--- src/rtl/uc_arbiter_if.sv ---
// Bundle between the unit-clause arbiter, its literal queues and the propagation engines.
interface uc_arbiter_if #(
  parameter int NUM_Q = 4,
  parameter int LIT_W = 9
);
  logic [NUM_Q-1:0]            q_empty;
  logic [NUM_Q-1:0][LIT_W-1:0] q_data;
  logic [NUM_Q-1:0]            pop;
  logic                        bcast_valid;
  logic [LIT_W-1:0]            bcast_lit;
  logic                        bcast_ready;
  logic                        flush;
  logic                        conflict;

  // Broadcast handshake: a transfer happens on a rising edge where
  // bcast_valid && bcast_ready. Once raised, bcast_valid stays high and
  // bcast_lit stays stable until that transfer. bcast_ready is ignored
  // while bcast_valid is low.
  modport master (
    input  q_empty, q_data, bcast_ready, flush,
    output pop, bcast_valid, bcast_lit, conflict
  );

  modport slave (
    output q_empty, q_data, bcast_ready, flush,
    input  pop, bcast_valid, bcast_lit, conflict
  );
endinterface

--- src/rtl/uc_arbiter.sv ---
// Round-robin unit-clause arbiter: pops one literal at a time and broadcasts it.
// Define UCA_HIST_FILTER_EN to add the history filter (duplicate drop, conflict detect).
module uc_arbiter #(
  parameter int NUM_Q      = 4,
  parameter int LIT_W      = 9,
  parameter int HIST_DEPTH = 8
) (
  input  logic         clk,
  input  logic         rst_n,
  uc_arbiter_if.master bus,
  output logic [1:0]   dbg_state
);

  localparam int PTR_W = (NUM_Q > 1) ? $clog2(NUM_Q) : 1;
  localparam logic [PTR_W:0] NQ = (PTR_W + 1)'(NUM_Q);

  if (NUM_Q < 1 || LIT_W < 2 || HIST_DEPTH < 1) begin : g_param_chk
    $error("uc_arbiter: illegal parameter values");
  end

  typedef enum logic [1:0] {
    IDLE  = 2'd0,
    CHECK = 2'd1,
    SEND  = 2'd2,
    CONFL = 2'd3
  } state_t;

  state_t           state, state_nxt;
  logic             armed;
  logic [LIT_W-1:0] cand;
  logic [PTR_W-1:0] rr_ptr, rr_nxt, sel;
  logic [PTR_W:0]   sum, sel_inc;
  logic             found, pop_go;
  logic [NUM_Q-1:0] pop_vec;
  logic             dup_hit, neg_hit;

  // First non-empty queue at or after rr_ptr, wrapping around.
  always_comb begin
    found = 1'b0;
    sel   = '0;
    sum   = '0;
    for (int i = 0; i < NUM_Q; i++) begin
      sum = {1'b0, rr_ptr} + (PTR_W + 1)'(i);
      if (sum >= NQ) sum = sum - NQ;
      if (!found && !bus.q_empty[sum[PTR_W-1:0]]) begin
        found = 1'b1;
        sel   = sum[PTR_W-1:0];
      end
    end
  end

  always_comb begin
    sel_inc = {1'b0, sel} + (PTR_W + 1)'(1);
    rr_nxt  = (sel_inc == NQ) ? '0 : sel_inc[PTR_W-1:0];
  end

  // armed keeps pop low during reset and for the first cycle after release;
  // a flush in IDLE also suppresses the pop so no literal is lost.
  assign pop_go = (state == IDLE) && armed && !bus.flush && found;

  always_comb begin
    pop_vec = '0;
    if (pop_go) pop_vec[sel] = 1'b1;
  end

`ifdef UCA_HIST_FILTER_EN
  localparam int HW = (HIST_DEPTH > 1) ? $clog2(HIST_DEPTH) : 1;
  localparam logic [HW:0] HD = (HW + 1)'(HIST_DEPTH);

  logic [LIT_W-1:0]      hist_lit [HIST_DEPTH];
  logic [HIST_DEPTH-1:0] hist_vld;
  logic [HW-1:0]         wr_ptr, wr_nxt;
  logic [HW:0]           wr_inc;
  logic [LIT_W-1:0]      cand_neg;
  logic                  hs;

  assign cand_neg = -cand;
  assign hs       = (state == SEND) && bus.bcast_ready && !bus.flush;

  always_comb begin
    dup_hit = 1'b0;
    neg_hit = 1'b0;
    for (int i = 0; i < HIST_DEPTH; i++) begin
      if (hist_vld[i] && hist_lit[i] == cand)     dup_hit = 1'b1;
      if (hist_vld[i] && hist_lit[i] == cand_neg) neg_hit = 1'b1;
    end
  end

  always_comb begin
    wr_inc = {1'b0, wr_ptr} + (HW + 1)'(1);
    wr_nxt = (wr_inc == HD) ? '0 : wr_inc[HW-1:0];
  end

  always_ff @(posedge clk or negedge rst_n) begin
    if (!rst_n) begin
      hist_vld <= '0;
      wr_ptr   <= '0;
    end else if (bus.flush) begin
      hist_vld <= '0;
      wr_ptr   <= '0;
    end else if (hs) begin
      hist_vld[wr_ptr] <= 1'b1;
      wr_ptr           <= wr_nxt;
    end
  end

  // Literal storage needs no reset: entries are qualified by hist_vld.
  always_ff @(posedge clk) begin
    if (hs) hist_lit[wr_ptr] <= cand;
  end

  assign bus.conflict = (state == CONFL);
`else
  assign dup_hit      = 1'b0;
  assign neg_hit      = 1'b0;
  assign bus.conflict = 1'b0;
`endif

  always_comb begin
    state_nxt = state;
    case (state)
      IDLE:    if (pop_go) state_nxt = CHECK;
      CHECK: begin
        if (cand == '0 || dup_hit) state_nxt = IDLE;
        else if (neg_hit)          state_nxt = CONFL;
        else                       state_nxt = SEND;
      end
      SEND:    if (bus.bcast_ready) state_nxt = IDLE;
      CONFL:   state_nxt = CONFL;
      default: state_nxt = IDLE;
    endcase
    if (bus.flush) state_nxt = IDLE;
  end

  always_ff @(posedge clk or negedge rst_n) begin
    if (!rst_n) begin
      state  <= IDLE;
      armed  <= 1'b0;
      cand   <= '0;
      rr_ptr <= '0;
    end else begin
      state <= state_nxt;
      armed <= 1'b1;
      if (bus.flush) begin
        cand   <= '0;
        rr_ptr <= '0;
      end else if (pop_go) begin
        cand   <= bus.q_data[sel];
        rr_ptr <= rr_nxt;
      end
    end
  end

  assign bus.pop         = pop_vec;
  assign bus.bcast_valid = (state == SEND);
  assign bus.bcast_lit   = (state == SEND) ? cand : '0;
  assign dbg_state       = state;

endmodule
--- src/flat_wrapper.sv ---
// flat-port wrapper written by rule: the top's interface ports become plain ports
module uc_arbiter_flat 
#(
  parameter int NUM_Q      = 4,
  parameter int LIT_W      = 9,
  parameter int HIST_DEPTH = 8
)
  (clk, rst_n, dbg_state, bus_q_empty, bus_q_data, bus_bcast_ready, bus_flush, bus_pop, bus_bcast_valid, bus_bcast_lit, bus_conflict);
  uc_arbiter_if #(.NUM_Q(NUM_Q), .LIT_W(LIT_W)) bus_i ();
  input  logic clk;
  input  logic rst_n;
  output logic [1:0] dbg_state;
  input wire logic [$bits(bus_i.q_empty)-1:0] bus_q_empty;
  input wire logic [$bits(bus_i.q_data)-1:0] bus_q_data;
  input wire logic [$bits(bus_i.bcast_ready)-1:0] bus_bcast_ready;
  input wire logic [$bits(bus_i.flush)-1:0] bus_flush;
  output wire logic [$bits(bus_i.pop)-1:0] bus_pop;
  output wire logic [$bits(bus_i.bcast_valid)-1:0] bus_bcast_valid;
  output wire logic [$bits(bus_i.bcast_lit)-1:0] bus_bcast_lit;
  output wire logic [$bits(bus_i.conflict)-1:0] bus_conflict;
  assign bus_i.q_empty = bus_q_empty;
  assign bus_i.q_data = bus_q_data;
  assign bus_i.bcast_ready = bus_bcast_ready;
  assign bus_i.flush = bus_flush;
  assign bus_pop = bus_i.pop;
  assign bus_bcast_valid = bus_i.bcast_valid;
  assign bus_bcast_lit = bus_i.bcast_lit;
  assign bus_conflict = bus_i.conflict;
  uc_arbiter #(.NUM_Q(NUM_Q), .LIT_W(LIT_W), .HIST_DEPTH(HIST_DEPTH)) u_core (.clk(clk), .rst_n(rst_n), .bus(bus_i), .dbg_state(dbg_state));
endmodule
--- config.mk ---
export PLATFORM = sky130hd
export DESIGN_NAME = uc_arbiter_flat
export DESIGN_NICKNAME = d
export VERILOG_FILES = /design/src/rtl/uc_arbiter_if.sv /design/src/rtl/uc_arbiter.sv /design/src/flat_wrapper.sv
export SDC_FILE = /design/constraint.sdc
export NUM_CORES = 1
export LEC_CHECK = 0
export BUFFER_PORTS_ARGS = -buffer_cell sky130_fd_sc_hd__buf_4
export CAP_MARGIN = 20
export CORE_AREA = 2 2 55 57
export DETAILED_ROUTE_END_ITERATION = 10
export DIE_AREA = 0 0 57 59
export MAX_ROUTING_LAYER = met4
export PLACE_DENSITY = 0.88
export SYNTH_ARGS = -nofsm -noshare
export SYNTH_HDL_FRONTEND = slang
export SYNTH_SLANG_ARGS = --single-unit
--- constraint.sdc ---
create_clock -name clk -period 2.2 [get_ports clk]
set_clock_uncertainty 0.1 [all_clocks]
set_input_delay 0.44 -clock clk [delete_from_list [all_inputs] [get_ports clk]]
set_output_delay 0.44 -clock clk [all_outputs]
set_load 0.1 [all_outputs]
==> impl_metrics.toml, run 1 <==
[critical_path]
end_kind = "output port"
cp_max_fo = 4
setup.worst_path.start_class = "flip-flop"
worstSetupPathType = "flip-flop to output port"
arrival_ns = 1.80
cp.required_ns = 1.66

[min_path]
hold_path.class = "input pin to flip-flop"

[finish]
ff_latch_area_um2 = 359
syn2layout_area_growth_pct = 68.8
n_fill_cell = 186
drive_gt1_share_pct = 64.1
fin_nets = 246
multi_input_area_um2 = 942
fin_cells = 223
diodes = 0

[die]
die-area_um2 = 3360
fp.dieW_um = 57
placementRows = 19
die_y_um = 59
initial_core_util_pct = 45.2
ioPinCount = 61
coreArea_um2 = 2710

[pwr]
p_leak_nw = 0.966
ir_drop_mv = 0.393
power_density_nw_per_um2 = 546
finalPower_w = 0.00113

[clock_tree]
clockRootBuffer = "clkbuf_4"
cts.sinks = 14
cts.path.max_buffers = 2
cts.htree.levels = 1
clk_latency_ns = 0.29
clk_pin_slew_ns = 0.10
cts-buffers-inserted = 3
cts_tree = "built"

[synth]
yosys_warnings = 0
post-synth-top-area-cell = "dfrtp_1"
synth_edf_count = 0
syn_nets = 171
synth_top_cell_area_share_pct = 28.6
synth_ff_type = "dfrtp_1"
synth_cell_type_count = 33
syn-cell-area_um2 = 1220
yosysMostFrequentCell = "mux2i_1"
avgSynthCellArea_um2 = 10.4
ys_seq_area_share_pct = 28.6
synth_cells = 118
ys_top_cells_by_area = "dfrtp_1, mux2i_1, o221ai_2"
synth_commonest_cells = "mux2i_1, dfrtp_1, and2_1"
ys_ff_latch = 14
synthArstFlopShare_pct = 100

[global_routing]
track_usage_pct = 22.9
grt_max_degree = 17
grt_pass1_vias = 1247
antenna_found_initial = 0
overflow = 0
grt_pass1_wl_um = 5780

[sta]
period_share_pct = 106
worstMarginPinSlew_ns = 0.644
setup_viol = 4
slew_headroom_pct = 57.1
min_period_ns = 2.34
fmax_mhz = 427
hold_viol_final = 0
rsz0062_at_grt = "true"
final.setup.worst_slack_ns = -0.142
drv_slew = 0
holdWs_ns = 0.350

[place]
gp_congestion = 0.782
placedCellCount = 214
dp_hpwl_um = 2690
port_buffers = 59

[drt]
num_vias = 1209
viasPerCell = 5.42
routedWlPerCell_um = 15.5
drt_wl_total_um = 3460
post-route-drc-count = 0
ant_nets = 0
firstDrtPassIters = 4
drt_iter0_markers = 28

[status]
status = "finished, violations left"
violations = "negative setup slack"

[job]
cap_violations = 0
[metrics by stage]
step | util [%] | setup TNS, ns | area [um2] | setup slack, ns
floorplan | - | 0 | 1290 | 0.00496
global placement | 67.7 | -0.178 | 1830 | -0.0875
detailed placement | 67.7 | -0.572 | 1830 | -0.147
CTS | 74.7 | -0.471 | 2020 | -0.121
global route | 76.2 | -0.856 | 2070 | -0.212
finish | 76.2 | -0.524 | 2070 | -0.142
[layer usage]
layer  vias to the layer above  GRT usage, %  wire length [um]
li1                        581             -                 -
met1                       571          26.2              1330
met2                        52          43.2              1900
met3                         5          3.28               193
met4                         0          3.99                40
met5                         -             -                 0
[sequential cells by signal (all words and copies together), names as in the netlist]
signal and cells:
u_core.dbg_state 2, u_core.cand 9, u_core.armed 1, u_core.rr_ptr 2
[layout by cell type, fill, tap and decap left out, types with 2 or more instances in the layout]
master and n:
ha_4 3, clkbuf_4 3, o21ai_1 3, nand2b_1 2, dfrtp_4 2, and2_4 13, buf_4 62, or3_1 3
conb_1 2, inv_1 5, ha_2 2, buf_6 9, mux2i_1 18, o221ai_2 9, nand3b_1 9, buf_12 4
dfrtp_1 11, ha_1 4, inv_2 2
[worst paths after layout]
kind                       cells after the start  slack, ns                       startpoint                         endpoint
setup / recovery                               6      -0.14     u_core.rr_ptr[1]$_DFFE_PN0P_                       bus_pop[1]
hold / removal                                 3       0.35                        bus_flush     u_core.rr_ptr[1]$_DFFE_PN0P_
setup reg to reg                               6       0.09  u_core.dbg_state[0]$_DFFE_PN0P_       u_core.cand[5]$_DFFE_PN0P_
min in group asynchronous                      2       0.43                            rst_n  u_core.dbg_state[1]$_DFFE_PN0P_
hold reg to reg                                2       0.47       u_core.cand[5]$_DFFE_PN0P_       u_core.cand[5]$_DFFE_PN0P_
max in group asynchronous                      2       1.38                            rst_n  u_core.dbg_state[0]$_DFFE_PN0P_
[power breakdown]
group	internal, W	leakage (nW)	total [W]	switching (W)
logic	0.000273	0.763	0.000599	0.000327
registers	0.000300	0.181	0.000338	0.0000377
clock network	0.000101	0.0210	0.000191	0.0000907
[cell type report]
cell class / instances / share of cell area [%]
multi-input cells: 90 / 45.6
repair buffers: 76 / 31.8
flip-flops and latches: 14 / 17.4
well taps: 31 / 1.88
clock buffers: 4 / 1.76
inverters: 8 / 1.57
[logic make-up (layout without fill, tap and decap cells)]
family	Yosys count	count (layout)	synth area share, %
muxes	20	20	16.5
other	2	2	0.614
and+or+nand+nor	36	36	20.4
buffers and inverters	14	88	5.42
adders and majority gates	9	9	9.20
AOI/OAI and AO/OA	23	23	19.2
DFF	14	14	28.6
[critical path, stage by stage, from the launching register on]
cell and delay (ns):
dfrtp_2 0.45, mux2i_2 0.18, a221oi_4 0.28, buf_4 0.18, ha_4 0.12, and2_4 0.14, buf_12 0.16
[repair_timing]
action	4_1_cts	5_1_grt
gates resized for setup	26	12
pin swaps	8	2
setup buffers	4	0
hold endpoints to repair	14	0
hold buffers	1	0
setup endpoints to repair	4	13
Power figures use the tool's default switching activity.
==> inputs of run 2 (changes only) <==
--- a/config.mk
+++ b/config.mk
@@ -7,11 +7,11 @@
 export LEC_CHECK = 0
 export BUFFER_PORTS_ARGS = -buffer_cell sky130_fd_sc_hd__buf_4
 export CAP_MARGIN = 20
-export CORE_AREA = 2 2 55 57
+export CORE_AREA = 2 2 63 65
 export DETAILED_ROUTE_END_ITERATION = 10
-export DIE_AREA = 0 0 57 59
+export DIE_AREA = 0 0 65 67
 export MAX_ROUTING_LAYER = met4
-export PLACE_DENSITY = 0.88
+export PLACE_DENSITY = 0.74
 export SYNTH_ARGS = -nofsm -noshare
 export SYNTH_HDL_FRONTEND = slang
 export SYNTH_SLANG_ARGS = --single-unit
==> constraint.sdc (replaced) <==
create_clock -name clk -period 2.1 [get_ports clk]
set_clock_uncertainty 0.1 [all_clocks]
set_input_delay 0.42 -clock clk [delete_from_list [all_inputs] [get_ports clk]]
set_output_delay 0.42 -clock clk [all_outputs]
set_load 0.1 [all_outputs]
==> impl_metrics.toml, run 2 (same netlist as run 1, synthesis figures left out) <==
[place]
dp_slack_ns = -0.177
dp_hpwl_um = 2790
port_buffers = 59
gp_congestion = 0.754
placed_cell_area_um2 = 1850

[sta]
hold_viol_final = 0
worstMarginPinSlew_ns = 0.651
slew_headroom_pct = 56.6
fmax_mhz = 441
holdWs_ns = 0.400
rsz0062_at_grt = "true"
final.setup.worst_slack_ns = -0.165
period_share_pct = 108
min_period_ns = 2.27
tns_ns = -0.524
drv_slew = 0
setup_viol = 4

[global_routing]
grt_max_degree = 15
grt_pass1_vias = 1182
grt_pass1_wl_um = 5380
track_usage_pct = 16.5
overflow = 0
antenna_found_initial = 0

[finish]
final_common_cell = "buf_4"
final_area_um2 = 2080
diodes = 0
largest_reg_flops = 9
final_cell_mix = "buf_4, mux2i_1, and2_4"
fin_nets = 247
syn2layout_area_growth_pct = 70.3
drive_gt1_share_pct = 63.2
top_register = "u_core.cand"

[clock_tree]
clk_latency_ns = 0.24
cts.sinks = 14
cts_tree = "built"
clk_pin_slew_ns = 0.06
cts.path.max_buffers = 2
clockRootBuffer = "clkbuf_8"
cts-buffers-inserted = 3
cts.htree.levels = 1

[pwr]
ir_drop_mv = 0.453
power_density_nw_per_um2 = 580
finalPower_w = 0.00121
p_leak_nw = 0.966
p_sw_share_pct = 38.6
clockPowerShare_pct = 18.4
combinationalPowerShare_pct = 52.3
p_int_w = 0.000743
switchingPower_w = 0.000467
seq_power_share_pct = 29.3

[die]
ioPinCount = 61
placementRows = 22
coreArea_um2 = 3610
fp.dieW_um = 65
die_y_um = 67
initial_core_util_pct = 33.9
die-area_um2 = 4360

[drt]
ant_nets = 0
drt_wl_total_um = 3550
drt_iter0_markers = 48
viasPerCell = 4.98
firstDrtPassIters = 4
routedWlPerCell_um = 14.7
post-route-drc-count = 0
num_vias = 1199

[min_path]
hold_path.class = "input pin to flip-flop"

[job]
cap_violations = 0

[critical_path]
cp.required_ns = 1.58
end_kind = "output port"
setup.worst_path.start_class = "flip-flop"
arrival_ns = 1.75
worstSetupPathType = "flip-flop to output port"
cp_max_fo = 5

[status]
violations = "negative setup slack"
status = "finished, violations left"
run 2: changes by cell type in the layout (fill, tap and decap cells not counted), sizes merged:
cell / delta
buf: +1
clkinv: +1
inv: -1
run 2: repair_timing:
item / in CTS / in global routing
setup buffers: 6 / 2
hold endpoints to repair: 14 / 0
endpoints found under the setup margin: 4 / 11
pin swaps: 6 / 2
hold buffers: 1 / 0
resized for setup: 21 / 14
run 2: cell type report:
class | count | area (um2)
Fill cell | 316 | 1520
Multi-Input combinational cell | 90 | 911
Timing Repair Buffer | 77 | 672
Sequential cell | 14 | 359
Tap cell | 48 | 60.1
Clock buffer | 4 | 45.0
Inverter | 8 | 37.5
run 2: routing by layer:
metal,track usage (%),routed length [um],vias up
met4,3.19,25,0
met1,18.7,1340,582
li1,-,-,581
met3,1.52,129,2
met2,31.4,2050,34
met5,-,0,-
run 2: worst paths after layout:
check / slack (ns) / from / cells after the start / endpoint
max: -0.17 / u_core.rr_ptr[1]$_DFFE_PN0P_ / 6 / bus_pop[2]
max in group asynchronous: 1.22 / rst_n / 2 / u_core.dbg_state[1]$_DFFE_PN0P_
min in group asynchronous: 0.49 / rst_n / 2 / u_core.cand[3]$_DFFE_PN0P_
min: 0.40 / bus_q_data[25] / 3 / u_core.cand[7]$_DFFE_PN0P_
min reg2reg: 0.46 / u_core.cand[5]$_DFFE_PN0P_ / 2 / u_core.cand[5]$_DFFE_PN0P_
max reg2reg: 0.10 / u_core.rr_ptr[1]$_DFFE_PN0P_ / 7 / u_core.cand[3]$_DFFE_PN0P_
run 2: power groups by stage:
stage          registers [W]  logic [W]  clock network (W)
6_report            0.000354   0.000633           0.000223
5_1_grt             0.000358   0.000681           0.000245
4_1_cts             0.000353   0.000615           0.000228
3_5_place_dp        0.000362   0.000557                  0
3_3_place_gp        0.000358   0.000539                  0
2_1_floorplan       0.000394   0.000345                  0
run 2: stage by stage:
| step | util, % | cells |
|---|---|---|
| floorplan | - | 118 |
| global placement | 51.2 | 228 |
| detailed placement | 51.2 | 228 |
| CTS | 56.1 | 239 |
| global route | 57.8 | 241 |
| finish | 57.8 | 241 |
run 2: critical path, stage by stage, from the launching register on:
cell      delay, ns
dfrtp_2        0.44
and3b_2        0.22
a221oi_4       0.26
inv_2          0.08
ha_2           0.19
and2_4         0.16
buf_12         0.16
==> inputs of run 3 (changes only) <==
--- a/config.mk
+++ b/config.mk
@@ -5,13 +5,14 @@
 export SDC_FILE = /design/constraint.sdc
 export NUM_CORES = 1
 export LEC_CHECK = 0
+export ABC_AREA = 1
 export BUFFER_PORTS_ARGS = -buffer_cell sky130_fd_sc_hd__buf_4
 export CAP_MARGIN = 20
-export CORE_AREA = 2 2 63 65
+export CORE_AREA = 2 2 69 71
 export DETAILED_ROUTE_END_ITERATION = 10
-export DIE_AREA = 0 0 65 67
+export DIE_AREA = 0 0 71 73
 export MAX_ROUTING_LAYER = met4
-export PLACE_DENSITY = 0.74
+export PLACE_DENSITY = 0.72
 export SYNTH_ARGS = -nofsm -noshare
 export SYNTH_HDL_FRONTEND = slang
 export SYNTH_SLANG_ARGS = --single-unit
==> impl_metrics.toml, run 3 <==
[die]
fp.dieW_um = 71
coreArea_um2 = 4540
initial_core_util_pct = 32.8
ioPinCount = 61
die-area_um2 = 5180
die_y_um = 73
placementRows = 25

[global_routing]
overflow = 0
met3_usage_pct = 0.967
grt_max_degree = 20
busiest_layer = "met2"
grt_pass1_wl_um = 7230
antenna_found_initial = 0
grt_pass1_vias = 1637
gr-usage-met1_pct = 23.1
track_usage_pct = 18.0
use_met2_pct = 30.1

[critical_path]
end_kind = "output port"
regToRegEndpoint = "u_core.cand[3]$_DFFE_PN0P_"
cp_max_fo = 7
slowest_stage = "dfrtp_2"
worstSetupPathType = "flip-flop to output port"
worst_r2r_startpoint = "u_core.rr_ptr[0]$_DFFE_PN0P_"
crit_path_start = "u_core.rr_ptr[0]$_DFFE_PN0P_"
cp.required_ns = 1.58
path_common_cell = "nand2_4"
reg2reg_setup_slack_ns = -0.03
max_stage_delay_ns = 0.49
ff2ff_path_depth = 14
path_cells = "inv_8 -> nand2_4 -> nand2_4 -> nand2_4 -> nand2_8 -> nand2_4 -> nand2_4 -> nor2_4 -> nand2_4 -> nand2_4 -> inv_4 -> ha_2 -> inv_2 -> nor2_4 -> buf_12"
setup.worst_path.start_class = "flip-flop"
arrival_ns = 2.12

[drt]
post-route-drc-count = 0
viasPerCell = 4.96
routedWlPerCell_um = 13.5
ant_nets = 0
firstDrtPassIters = 4
drt_wl_total_um = 4870
num_vias = 1797
drt_iter0_markers = 105

[finish]
top_register = "u_core.cand"
n_fill_cell = 366
final_common_cell = "buf_4"
drive_gt1_share_pct = 59.4
final_cell_mix = "buf_4, nand3_1, nand2_1"
largest_reg_flops = 9
fin_cells = 362
fin_nets = 362
syn2layout_area_growth_pct = 88.6
diodes = 0

[sta]
drv_slew = 0
period_share_pct = 126
min_period_ns = 2.64
final.setup.worst_slack_ns = -0.542
fmax_mhz = 379
rsz0062_at_grt = "true"
hold_viol_final = 0
setup_viol = 13
holdWs_ns = 0.383

[synth]
synth_cell_type_count = 28
yosysMostFrequentCell = "nand2_1"
post-synth-top-area-cell = "dfrtp_1"
yosys_warnings = 0
synth_top_cell_area_share_pct = 23.5
ys_seq_area_share_pct = 23.5
synth_edf_count = 0
syn-cell-area_um2 = 1490
synth_cells = 229
syn_nets = 282
ys_ff_latch = 14
synthArstFlopShare_pct = 100
synth_ff_type = "dfrtp_1"
avgSynthCellArea_um2 = 6.50
ys_top_cells_by_area = "dfrtp_1, nand2_1, nand3_1"
synth_commonest_cells = "nand2_1, nand3_1, inv_1"

[clock_tree]
cts-buffers-inserted = 3
cts_tree = "built"
clockRootBuffer = "clkbuf_8"
cts.htree.levels = 1
cts.sinks = 14
cts.path.max_buffers = 2
clk_pin_slew_ns = 0.06
clk_latency_ns = 0.25

[place]
port_buffers = 59
dp_hpwl_um = 3250
placedCellCount = 350
gp_congestion = 0.912

[min_path]
hold_path.class = "input pin to flip-flop"
hp-start = "bus_flush"
min_to = "u_core.dbg_state[0]$_DFFE_PN0P_"
min_path_cells = 3

[pwr]
p_leak_nw = 1.41
ir_drop_mv = 1.03
power_density_nw_per_um2 = 1090
finalPower_w = 0.00306

[status]
violations = "negative setup slack"
status = "finished, violations left"

[job]
cap_violations = 0
-- run 3: layout make-up --
class	count	area, um2	share of cell area, %
inverters	27	156	5.57
flip-flops and latches	14	359	12.8
clock buffers	4	55.1	1.96
repair buffers	83	798	28.4
well taps	54	67.6	2.41
multi-input cells	180	1370	48.8
-- run 3: cells by family after synthesis --
logic type	share of synthesized area, %
other	0.505
flip-flops	23.5
adder cells (fa/ha/maj)	7.57
AO/OA/AOI/OAI	3.20
buffers and inverters	11.2
AND/OR/NAND/NOR	54.0
-- run 3: critical path, delay by kind of cell (launching register included) --
kind / cells / cell delay (ns)
simple gates: 10 / 0.76
flops: 1 / 0.49
buf+inv: 4 / 0.45
fa+ha+maj: 1 / 0.17
-- run 3: stage by stage --
stage | util (%) | cell area, um2 | setup TNS [ns] | setup slack (ns)
after floorplan | - | 1680 | -3.03 | -0.461
after global placement | 49.7 | 2250 | -1.30 | -0.332
after detailed placement | 49.7 | 2250 | -1.49 | -0.394
after CTS | 53.9 | 2440 | -1.89 | -0.489
after global routing | 61.9 | 2810 | -3.98 | -0.623
final | 61.9 | 2810 | -2.36 | -0.542
-- run 3: per-layer routing --
layer / up-vias / wire length, um
met5: - / 0
met4: 0 / 172
met3: 15 / 201
met2: 58 / 2490
met1: 835 / 2010
li1: 889 / -
-- run 3: worst max-delay path by stage --
stage	to	slack [ns]	cells past startpoint
final	bus_pop[2]	-0.54	15
after detailed placement	bus_pop[1]	-0.39	12
after floorplan	bus_pop[2]	-0.46	16
after CTS	bus_pop[3]	-0.49	13
after global placement	bus_pop[1]	-0.33	12
after global routing	bus_pop[2]	-0.62	13
-- run 3: where the power goes --
group / switching, W / leakage, nW / internal [W]
clock network: 0.000103 / 0.0288 / 0.000166
registers: 0.000103 / 0.181 / 0.000345
logic: 0.00146 / 1.20 / 0.000886
-- run 3: repair_timing --
action	4_1_cts	5_1_grt
cloned	0	1
setup buffers	1	5
endpoints found under the setup margin	12	24
resized for setup	35	76
hold endpoints to repair	14	0
hold buffers	1	0
pin swaps	3	13
